## config.mk

```make
export PLATFORM = sky130hd
export DESIGN_NAME = shaper_multi_flat
export DESIGN_NICKNAME = d
export VERILOG_FILES = /design/src/rtl/shaper_multi_if.sv /design/src/rtl/shaper_multi.sv /design/src/flat_wrapper.sv
export SDC_FILE = /design/constraint.sdc
export NUM_CORES = 2
export LEC_CHECK = 0
export CAP_MARGIN = 30
export CELL_PAD_IN_SITES_DETAIL_PLACEMENT = 1
export CELL_PAD_IN_SITES_GLOBAL_PLACEMENT = 1
export CORE_MARGIN = 2
export CORE_UTILIZATION = 50
export DETAILED_ROUTE_END_ITERATION = 12
export PLACE_DENSITY = 0.83
export SYNTH_ARGS = -nofsm -noshare
export SYNTH_HDL_FRONTEND = slang
export SYNTH_SLANG_ARGS = --single-unit
```

## constraint.sdc

```tcl
create_clock -name clk -period 13.32 [get_ports clk]
set_input_delay 2.664 -clock clk [delete_from_list [all_inputs] [get_ports clk]]
set_output_delay 2.664 -clock clk [all_outputs]
set_load 0.01 [all_outputs]
```

## src/rtl/shaper_multi_if.sv

```systemverilog
// Sample stream bundle for shaper_multi: tagged input with ready/valid,
// tagged output as a one-cycle pulse with no backpressure.
interface shaper_multi_if #(
    parameter int unsigned WIDTH   = 16,
    parameter int unsigned CH_W    = 2,
    parameter int unsigned DRIVE_W = 8
);
    logic signed [WIDTH-1:0]   din;
    logic        [CH_W-1:0]    din_ch;
    logic        [1:0]         din_mode;
    logic        [DRIVE_W-1:0] din_drive;
    logic                      din_valid;
    logic                      din_ready;
    logic signed [WIDTH-1:0]   dout;
    logic        [CH_W-1:0]    dout_ch;
    logic                      dout_valid;

    modport master (
        output din, din_ch, din_mode, din_drive, din_valid,
        input  din_ready, dout, dout_ch, dout_valid
    );

    modport slave (
        input  din, din_ch, din_mode, din_drive, din_valid,
        output din_ready, dout, dout_ch, dout_valid
    );
endinterface

```

## src/rtl/shaper_multi.sv

```systemverilog
// Time-multiplexed waveshaper: drive gain, then bypass / hard clip /
// rational tanh / cubic soft clip. One sample in flight; a single multiplier
// serves gain, a^2 and a^3, and a bit-serial divider serves the tanh curve.
module shaper_multi #(
    parameter int unsigned WIDTH   = 16,
    parameter int unsigned NUM_CH  = 4,
    parameter int unsigned CH_W    = (NUM_CH > 1) ? $clog2(NUM_CH) : 1,
    parameter int unsigned DRIVE_W = 8
) (
    input logic           clk,
    input logic           rst,
    shaper_multi_if.slave io_bus
);
    localparam int unsigned F     = WIDTH - 1;
    localparam int unsigned DIV_W = 3 * WIDTH + 2;
    localparam int unsigned MA_W  = 2 * F + 1;    // signed multiplier operand A
    localparam int unsigned MB_W  = WIDTH + 1;    // signed multiplier operand B
    localparam int unsigned P_W   = MA_W + MB_W;
    localparam int unsigned CNT_W = $clog2(DIV_W + 1);

    localparam logic signed [P_W-1:0] P_MAX = {{(P_W-F){1'b0}}, {F{1'b1}}};
    localparam logic [DIV_W-1:0] Y_MAX   = {{(DIV_W-F){1'b0}}, {F{1'b1}}};
    localparam logic [DIV_W-1:0] ONE_2F  = {{(DIV_W-2*F-1){1'b0}}, 1'b1, {(2*F){1'b0}}};

    typedef enum logic [2:0] {StIdle, StGain, StMult1, StMult2, StNum, StDiv, StOut} state_e;

    state_e r_state, w_state_next;

    logic signed [WIDTH-1:0] r_din;
    logic [CH_W-1:0]         r_ch;
    logic [1:0]              r_mode;
    logic [DRIVE_W-1:0]      r_drive;
    logic [F-1:0]            r_a;
    logic                    r_s;
    logic [2*F-1:0]          r_a2;
    logic [3*F-1:0]          r_a3;
    logic [F-1:0]            r_y;
    logic [DIV_W-1:0]        r_num, r_den;
    logic signed [WIDTH-1:0] r_dout;
    logic [CH_W-1:0]         r_dout_ch;
    logic                    r_dout_valid;
    logic                    r_div_in_valid;
    logic                    w_div_start;

    // Divider state: r_div_q shifts the dividend out and the quotient in.
    logic [DIV_W-1:0] r_div_q, r_div_rem, r_div_den;
    logic [CNT_W-1:0] r_div_cnt;
    logic             r_div_busy, r_div_out_valid;
    logic [DIV_W:0]   w_div_shift, w_div_diff;
    logic             w_div_ge;

    logic signed [MA_W-1:0]  w_mul_a;
    logic signed [MB_W-1:0]  w_mul_b;
    logic signed [P_W-1:0]   w_mul_p, w_p, w_abs;
    logic [F-1:0]            w_mag, w_r;
    logic                    w_sign;
    logic [DIV_W-1:0]        w_a_ext, w_a2_ext, w_a3_ext, w_3a_hi, w_num, w_den, w_cub;
    logic [WIDTH-1:0]        w_r_ext;
    logic signed [WIDTH-1:0] w_res;

    function automatic logic [F-1:0] sat_f(input logic [DIV_W-1:0] v);
        return (v > Y_MAX) ? {F{1'b1}} : v[F-1:0];
    endfunction

    assign io_bus.din_ready  = (r_state == StIdle);
    assign io_bus.dout       = r_dout;
    assign io_bus.dout_ch    = r_dout_ch;
    assign io_bus.dout_valid = r_dout_valid;

    // Shared multiplier operand select: gain, then a*a, then a2*a.
    always_comb begin
        w_mul_a = {{(MA_W-WIDTH){r_din[WIDTH-1]}}, r_din};
        w_mul_b = {{(MB_W-DRIVE_W){1'b0}}, r_drive};
        if (r_state == StMult1) begin
            w_mul_a = {{(MA_W-F){1'b0}}, r_a};
            w_mul_b = {{(MB_W-F){1'b0}}, r_a};
        end else if (r_state == StMult2) begin
            w_mul_a = {1'b0, r_a2};
            w_mul_b = {{(MB_W-F){1'b0}}, r_a};
        end
        w_mul_p = w_mul_a * w_mul_b;
    end

    // Gain stage: floor shift, symmetric clamp, split into magnitude and sign.
    always_comb begin
        w_p    = w_mul_p >>> 4;
        w_sign = w_p[P_W-1];
        w_abs  = w_sign ? -w_p : w_p;
        w_mag  = (w_abs > P_MAX) ? {F{1'b1}} : w_abs[F-1:0];
    end

    // Curve numerators/denominators, all unsigned in DIV_W bits.
    always_comb begin
        w_a_ext  = DIV_W'(r_a);
        w_a2_ext = DIV_W'(r_a2);
        w_a3_ext = DIV_W'(r_a3);
        w_3a_hi  = ((w_a_ext << 1) + w_a_ext) << (2 * F);
        w_num    = w_3a_hi + w_a3_ext;
        w_den    = ONE_2F + (w_a2_ext << 1) + w_a2_ext;
        w_cub    = (w_3a_hi - w_a3_ext) >> (2 * F + 1);
    end

    // Output formation: bypass passes din verbatim, other modes re-apply the sign.
    always_comb begin
        w_r     = (r_mode == 2'd1) ? r_a : r_y;
        w_r_ext = {1'b0, w_r};
        if (r_mode == 2'd0) begin
            w_res = r_din;
        end else if (r_s) begin
            w_res = -w_r_ext;
        end else begin
            w_res = w_r_ext;
        end
    end

    // Restoring divider step; a borrow out of the trial subtract means "less than".
    always_comb begin
        w_div_shift = {r_div_rem, r_div_q[DIV_W-1]};
        w_div_diff  = w_div_shift - {1'b0, r_div_den};
        w_div_ge    = ~w_div_diff[DIV_W];
    end

    // FSM state register.
    always_ff @(posedge clk) begin
        if (rst) begin
            r_state <= StIdle;
        end else begin
            r_state <= w_state_next;
        end
    end

    // FSM next state and divider start strobe.
    always_comb begin
        w_state_next = r_state;
        w_div_start  = 1'b0;
        unique case (r_state)
            StIdle:  if (io_bus.din_valid) w_state_next = StGain;
            StGain:  w_state_next = r_mode[1] ? StMult1 : StOut;
            StMult1: w_state_next = StMult2;
            StMult2: w_state_next = StNum;
            StNum: begin
                if (r_mode[0]) begin
                    w_state_next = StOut;
                end else begin
                    w_state_next = StDiv;
                    w_div_start  = 1'b1;
                end
            end
            StDiv:   if (r_div_out_valid) w_state_next = StOut;
            StOut:   w_state_next = StIdle;
            default: w_state_next = StIdle;
        endcase
    end

    // Datapath registers, loaded according to the current state.
    always_ff @(posedge clk) begin
        if (rst) begin
            r_din          <= '0;
            r_ch           <= '0;
            r_mode         <= '0;
            r_drive        <= '0;
            r_a            <= '0;
            r_s            <= 1'b0;
            r_a2           <= '0;
            r_a3           <= '0;
            r_y            <= '0;
            r_num          <= '0;
            r_den          <= '0;
            r_dout         <= '0;
            r_dout_ch      <= '0;
            r_dout_valid   <= 1'b0;
            r_div_in_valid <= 1'b0;
        end else begin
            r_dout_valid   <= 1'b0;
            r_div_in_valid <= w_div_start;
            unique case (r_state)
                StIdle: begin
                    if (io_bus.din_valid) begin
                        r_din   <= io_bus.din;
                        r_ch    <= io_bus.din_ch;
                        r_mode  <= io_bus.din_mode;
                        r_drive <= io_bus.din_drive;
                    end
                end
                StGain: begin
                    r_a <= w_mag;
                    r_s <= w_sign;
                end
                StMult1: r_a2 <= w_mul_p[2*F-1:0];
                StMult2: r_a3 <= w_mul_p[3*F-1:0];
                StNum: begin
                    if (r_mode[0]) begin
                        r_y <= sat_f(w_cub);
                    end else begin
                        r_num <= w_num;
                        r_den <= w_den;
                    end
                end
                StDiv: if (r_div_out_valid) r_y <= sat_f(r_div_q);
                StOut: begin
                    r_dout       <= w_res;
                    r_dout_ch    <= r_ch;
                    r_dout_valid <= 1'b1;
                end
                default: ;
            endcase
        end
    end

    // Bit-serial divider: one quotient bit per cycle, truncating toward zero.
    always_ff @(posedge clk) begin
        if (rst) begin
            r_div_q         <= '0;
            r_div_rem       <= '0;
            r_div_den       <= '0;
            r_div_cnt       <= '0;
            r_div_busy      <= 1'b0;
            r_div_out_valid <= 1'b0;
        end else begin
            r_div_out_valid <= 1'b0;
            if (r_div_in_valid) begin
                r_div_q    <= r_num;
                r_div_rem  <= '0;
                r_div_den  <= r_den;
                r_div_cnt  <= CNT_W'(DIV_W);
                r_div_busy <= 1'b1;
            end else if (r_div_busy) begin
                r_div_rem <= w_div_ge ? w_div_diff[DIV_W-1:0] : w_div_shift[DIV_W-1:0];
                r_div_q   <= {r_div_q[DIV_W-2:0], w_div_ge};
                r_div_cnt <= r_div_cnt - 1'b1;
                if (r_div_cnt == CNT_W'(1)) begin
                    r_div_busy      <= 1'b0;
                    r_div_out_valid <= 1'b1;
                end
            end
        end
    end
endmodule

```

## src/flat_wrapper.sv

```systemverilog
// flat-port wrapper written by rule: the top's interface ports become plain ports
module shaper_multi_flat 
#(
    parameter int unsigned WIDTH   = 16,
    parameter int unsigned NUM_CH  = 4,
    parameter int unsigned CH_W    = (NUM_CH > 1) ? $clog2(NUM_CH) : 1,
    parameter int unsigned DRIVE_W = 8
)
  (clk, rst, io_bus_din, io_bus_din_ch, io_bus_din_mode, io_bus_din_drive, io_bus_din_valid, io_bus_din_ready, io_bus_dout, io_bus_dout_ch, io_bus_dout_valid);
  shaper_multi_if #(.WIDTH(WIDTH), .CH_W(CH_W), .DRIVE_W(DRIVE_W)) io_bus_i ();
  input logic clk;
  input logic rst;
  input wire logic [$bits(io_bus_i.din)-1:0] io_bus_din;
  input wire logic [$bits(io_bus_i.din_ch)-1:0] io_bus_din_ch;
  input wire logic [$bits(io_bus_i.din_mode)-1:0] io_bus_din_mode;
  input wire logic [$bits(io_bus_i.din_drive)-1:0] io_bus_din_drive;
  input wire logic [$bits(io_bus_i.din_valid)-1:0] io_bus_din_valid;
  output wire logic [$bits(io_bus_i.din_ready)-1:0] io_bus_din_ready;
  output wire logic [$bits(io_bus_i.dout)-1:0] io_bus_dout;
  output wire logic [$bits(io_bus_i.dout_ch)-1:0] io_bus_dout_ch;
  output wire logic [$bits(io_bus_i.dout_valid)-1:0] io_bus_dout_valid;
  assign io_bus_i.din = io_bus_din;
  assign io_bus_i.din_ch = io_bus_din_ch;
  assign io_bus_i.din_mode = io_bus_din_mode;
  assign io_bus_i.din_drive = io_bus_din_drive;
  assign io_bus_i.din_valid = io_bus_din_valid;
  assign io_bus_din_ready = io_bus_i.din_ready;
  assign io_bus_dout = io_bus_i.dout;
  assign io_bus_dout_ch = io_bus_i.dout_ch;
  assign io_bus_dout_valid = io_bus_i.dout_valid;
  shaper_multi #(.WIDTH(WIDTH), .NUM_CH(NUM_CH), .CH_W(CH_W), .DRIVE_W(DRIVE_W)) u_core (.clk(clk), .rst(rst), .io_bus(io_bus_i));
endmodule
```

==> flow_summary.yaml <==
synthesis:
  synth.avg_cell_area_um2: 8.01
  ys_ff_latch: 377
  postSynth.asyncResetShare: 0
  yosysWarnings: 0
  synth_area_mm2: 0.0387
  yosys.area.top_type: "fa_1"
  yosys-top-cells-area: "fa_1 (23%), dfxtp_1 (20%), ha_1 (7.2%)"
  yosysSeqAreaShare: 0.195
  ys_types: 107
  synth-edff-count: 0
  synthCells: 4829
  yosysTopAreaCellShare: 0.230
  synth_ff_type: "dfxtp_1"
power_and_ir_drop:
  power.total_mw: 5.80
  p_per_area_mw_per_mm2: 139
  leakage_nw: 18.3
  peakVddDrop_uv: 129
clock_tree:
  htree_levels: 2
  clkSinkCount: 377
  numCtsBuffers: 45
  cts_resized: 0
  clockRootBuffer: "clkbuf_16"
  cts_tree: "done"
  clk_pin_slew_ns: 0.06
  clock_latency_ns: 0.63
  post_cts_buffers: 0
  ctsHoldBuffers: 0
  clk_path_buf_depth: 3
floorplan:
  die_w_um: 282
  placementRows: 101
  die_h_um: 282
  io_pins: 51
  core_area_mm2: 0.0762
  dieArea_mm2: 0.0796
  start_util: 0.507
placed_design:
  gp_congestion: 0.939
  port-buffer-count: 50
  place_inst: 5742
  hpwlAfterDp_mm: 104
  detailedPlace.worstSlack_ns: 1.73
sta:
  setup_ws_ns: 1.40
  period_minus_slack_ns: 11.92
  relSlewSlack: 0.242
  setup_viol: 0
  tns_ns: 0
  hold_viol: 0
  hold_ws_ns: 0.452
  clock_skew_ns: 0.0524
  slew_violations: 0
  finalCritPeriodShare: 0.895
  rsz0062_at_grt: "false"
  worst_pin_slew_ns: 1.14
  fmax_mhz: 83.9
cells_and_area:
  syn_to_final_growth_pct: 7.95
  fillers: 9309
  nets: 5463
  drive_above_1_share: 0.0475
  ff_latch_area_mm2: 0.00755
  multi_input_area_mm2: 0.0280
  stdcell_count: 5829
job:
  cap_violations: 0
critical_path:
  start_kind: "flop"
  cp.arrival_ns: 12.34
  critPathKind: "reg2reg"
  crit_fanout: 54
  cp.required_ns: 13.74
  cp_slowest_cell: "and2_4"
  max_stage_delay_ns: 0.66
  cp_common_cell: "fa_1"
  end_kind: "flop"
  rr_worst_depth: 32
routing:
  num_vias: 34800
  via_per_inst: 5.98
  wirelength_mm: 135
  drt_iter0_markers: 2439
  first_pass_iters: 5
  drtAntennaViolNets: 0
  drc: 0
  wl_per_cell_um: 23.1
global_routing:
  grt_overflow_total: 0
  grt_max_degree: 91
  grt_pass1_wl_mm: 210
  grtUsageTotal: 0.341
  antenna_found_initial: 4
  grt_pass1_vias: 36300
outcome:
  outcome: "completed"
hold_path:
  hold-path-cell-count: 2
  hold_class: "reg2reg"
[layout make-up]
type / count / share of cell area
Antenna cell: 1 / 0.0000599
Timing Repair Buffer: 121 / 0.0262
Clock buffer: 59 / 0.0311
Sequential cell: 377 / 0.181
Tap cell: 1030 / 0.0309
Inverter: 602 / 0.0541
Multi-Input combinational cell: 3617 / 0.671
Clock inverter: 22 / 0.00596
[where the power goes]
group          switching [mW]  leakage, nW  internal [mW]
sequential              0.107         3.05           1.19
combinational            2.05         14.5           1.14
clock                   0.558        0.756          0.751
total                    2.72         18.3           3.08
[state kept, by name (all words and copies together), names as in the netlist, 2 cells and up]
register	cells
u_core.r_a2	30
u_core.r_num	48
u_core.io_bus.dout_ch	2
u_core.r_div_q	50
u_core.r_den	32
u_core.r_div_cnt	6
u_core.r_div_rem	50
u_core.r_div_den	32
u_core.r_a	15
u_core.io_bus.dout	16
u_core.r_ch	2
u_core.r_drive	8
u_core.r_mode	2
u_core.r_y	15
u_core.r_din	16
u_core.r_a3	45
u_core.r_state	3
[critical path, delay by kind of cell (launching register included)]
family	cells	cell delay [ns]
AO/OA/AOI/OAI	9	1.90
XOR/XNOR	1	0.66
adder cells (fa/ha/maj)	7	3.69
buffers and inverters	6	1.40
flip-flops	1	0.64
AND/OR/NAND/NOR	9	3.34
[synthesized netlist by cell type (84+ instances only)]
cell and number:
ha_1 223, nor2_1 591, mux2i_1 140, xnor2_1 108
nand2_1 704, a21oi_1 399, clkbuf_1 211, nor3_1 84
fa_1 445, inv_1 602, o21ai_0 115, dfxtp_1 377
[metrics by stage]
stage | instance area [um2] | utilization
after CTS | 41700 | 0.547
after floorplan | 38700 | -
after detailed placement | 40100 | 0.527
after global placement | 40000 | 0.525
final | 41700 | 0.548
after global routing | 41700 | 0.548
[metal layers]
layer	part of all wire	vias up	GRT usage
met5	0.00030	-	0
met4	0.058	6	0.176
met3	0.066	419	0.0512
met2	0.46	1180	0.560
met1	0.41	17600	0.437
li1	-	15700	-
[kinds of logic (layout without fill, tap and decap cells)]
family                     count (synthesis)  after routing  share of synthesized area
DFF                                      377            377                      0.195
muxes                                    147            147                     0.0383
xor gates and xnor gates                 155            155                     0.0355
AOI/OAI and AO/OA                        919            919                      0.152
other                                      2             15                   0.000194
and+or+nand+nor                         1714           1714                      0.193
adders and majority gates                668            668                      0.303
buffers and inverters                    847            804                     0.0830
[cells in the final DEF (no fill, tap or decap), types with 26 or more instances in the layout]
| master | count |
|---|---|
| nor4_1 | 26 |
| nand3_1 | 47 |
| inv_1 | 602 |
| dfxtp_1 | 375 |
| xnor2_1 | 107 |
| a21oi_1 | 399 |
| mux2i_1 | 137 |
| a21o_1 | 71 |
| or3_1 | 37 |
| and3_1 | 43 |
| and2_1 | 26 |
| nand2_1 | 703 |
| buf_4 | 62 |
| nand2b_1 | 42 |
| clkbuf_16 | 45 |
| fa_1 | 445 |
| ha_1 | 223 |
| nor3_1 | 83 |
| nor2b_1 | 26 |
| o21ai_0 | 115 |
| nor2_1 | 591 |
| o21bai_1 | 34 |
| a211oi_1 | 81 |
| xor2_1 | 45 |
| clkdlybuf4s50_1 | 49 |
[path summary, 6_finish.rpt]
path                      from               to  slack (ns)
min            u_core.r_den[9]  u_core.r_den[9]        0.45
max          u_core.r_state[1]    u_core.r_a[2]        1.40
min reg2reg    u_core.r_den[9]  u_core.r_den[9]        0.45
max reg2reg  u_core.r_state[1]    u_core.r_a[2]        1.40
Note: power is estimated with default switching activity, not from simulation.
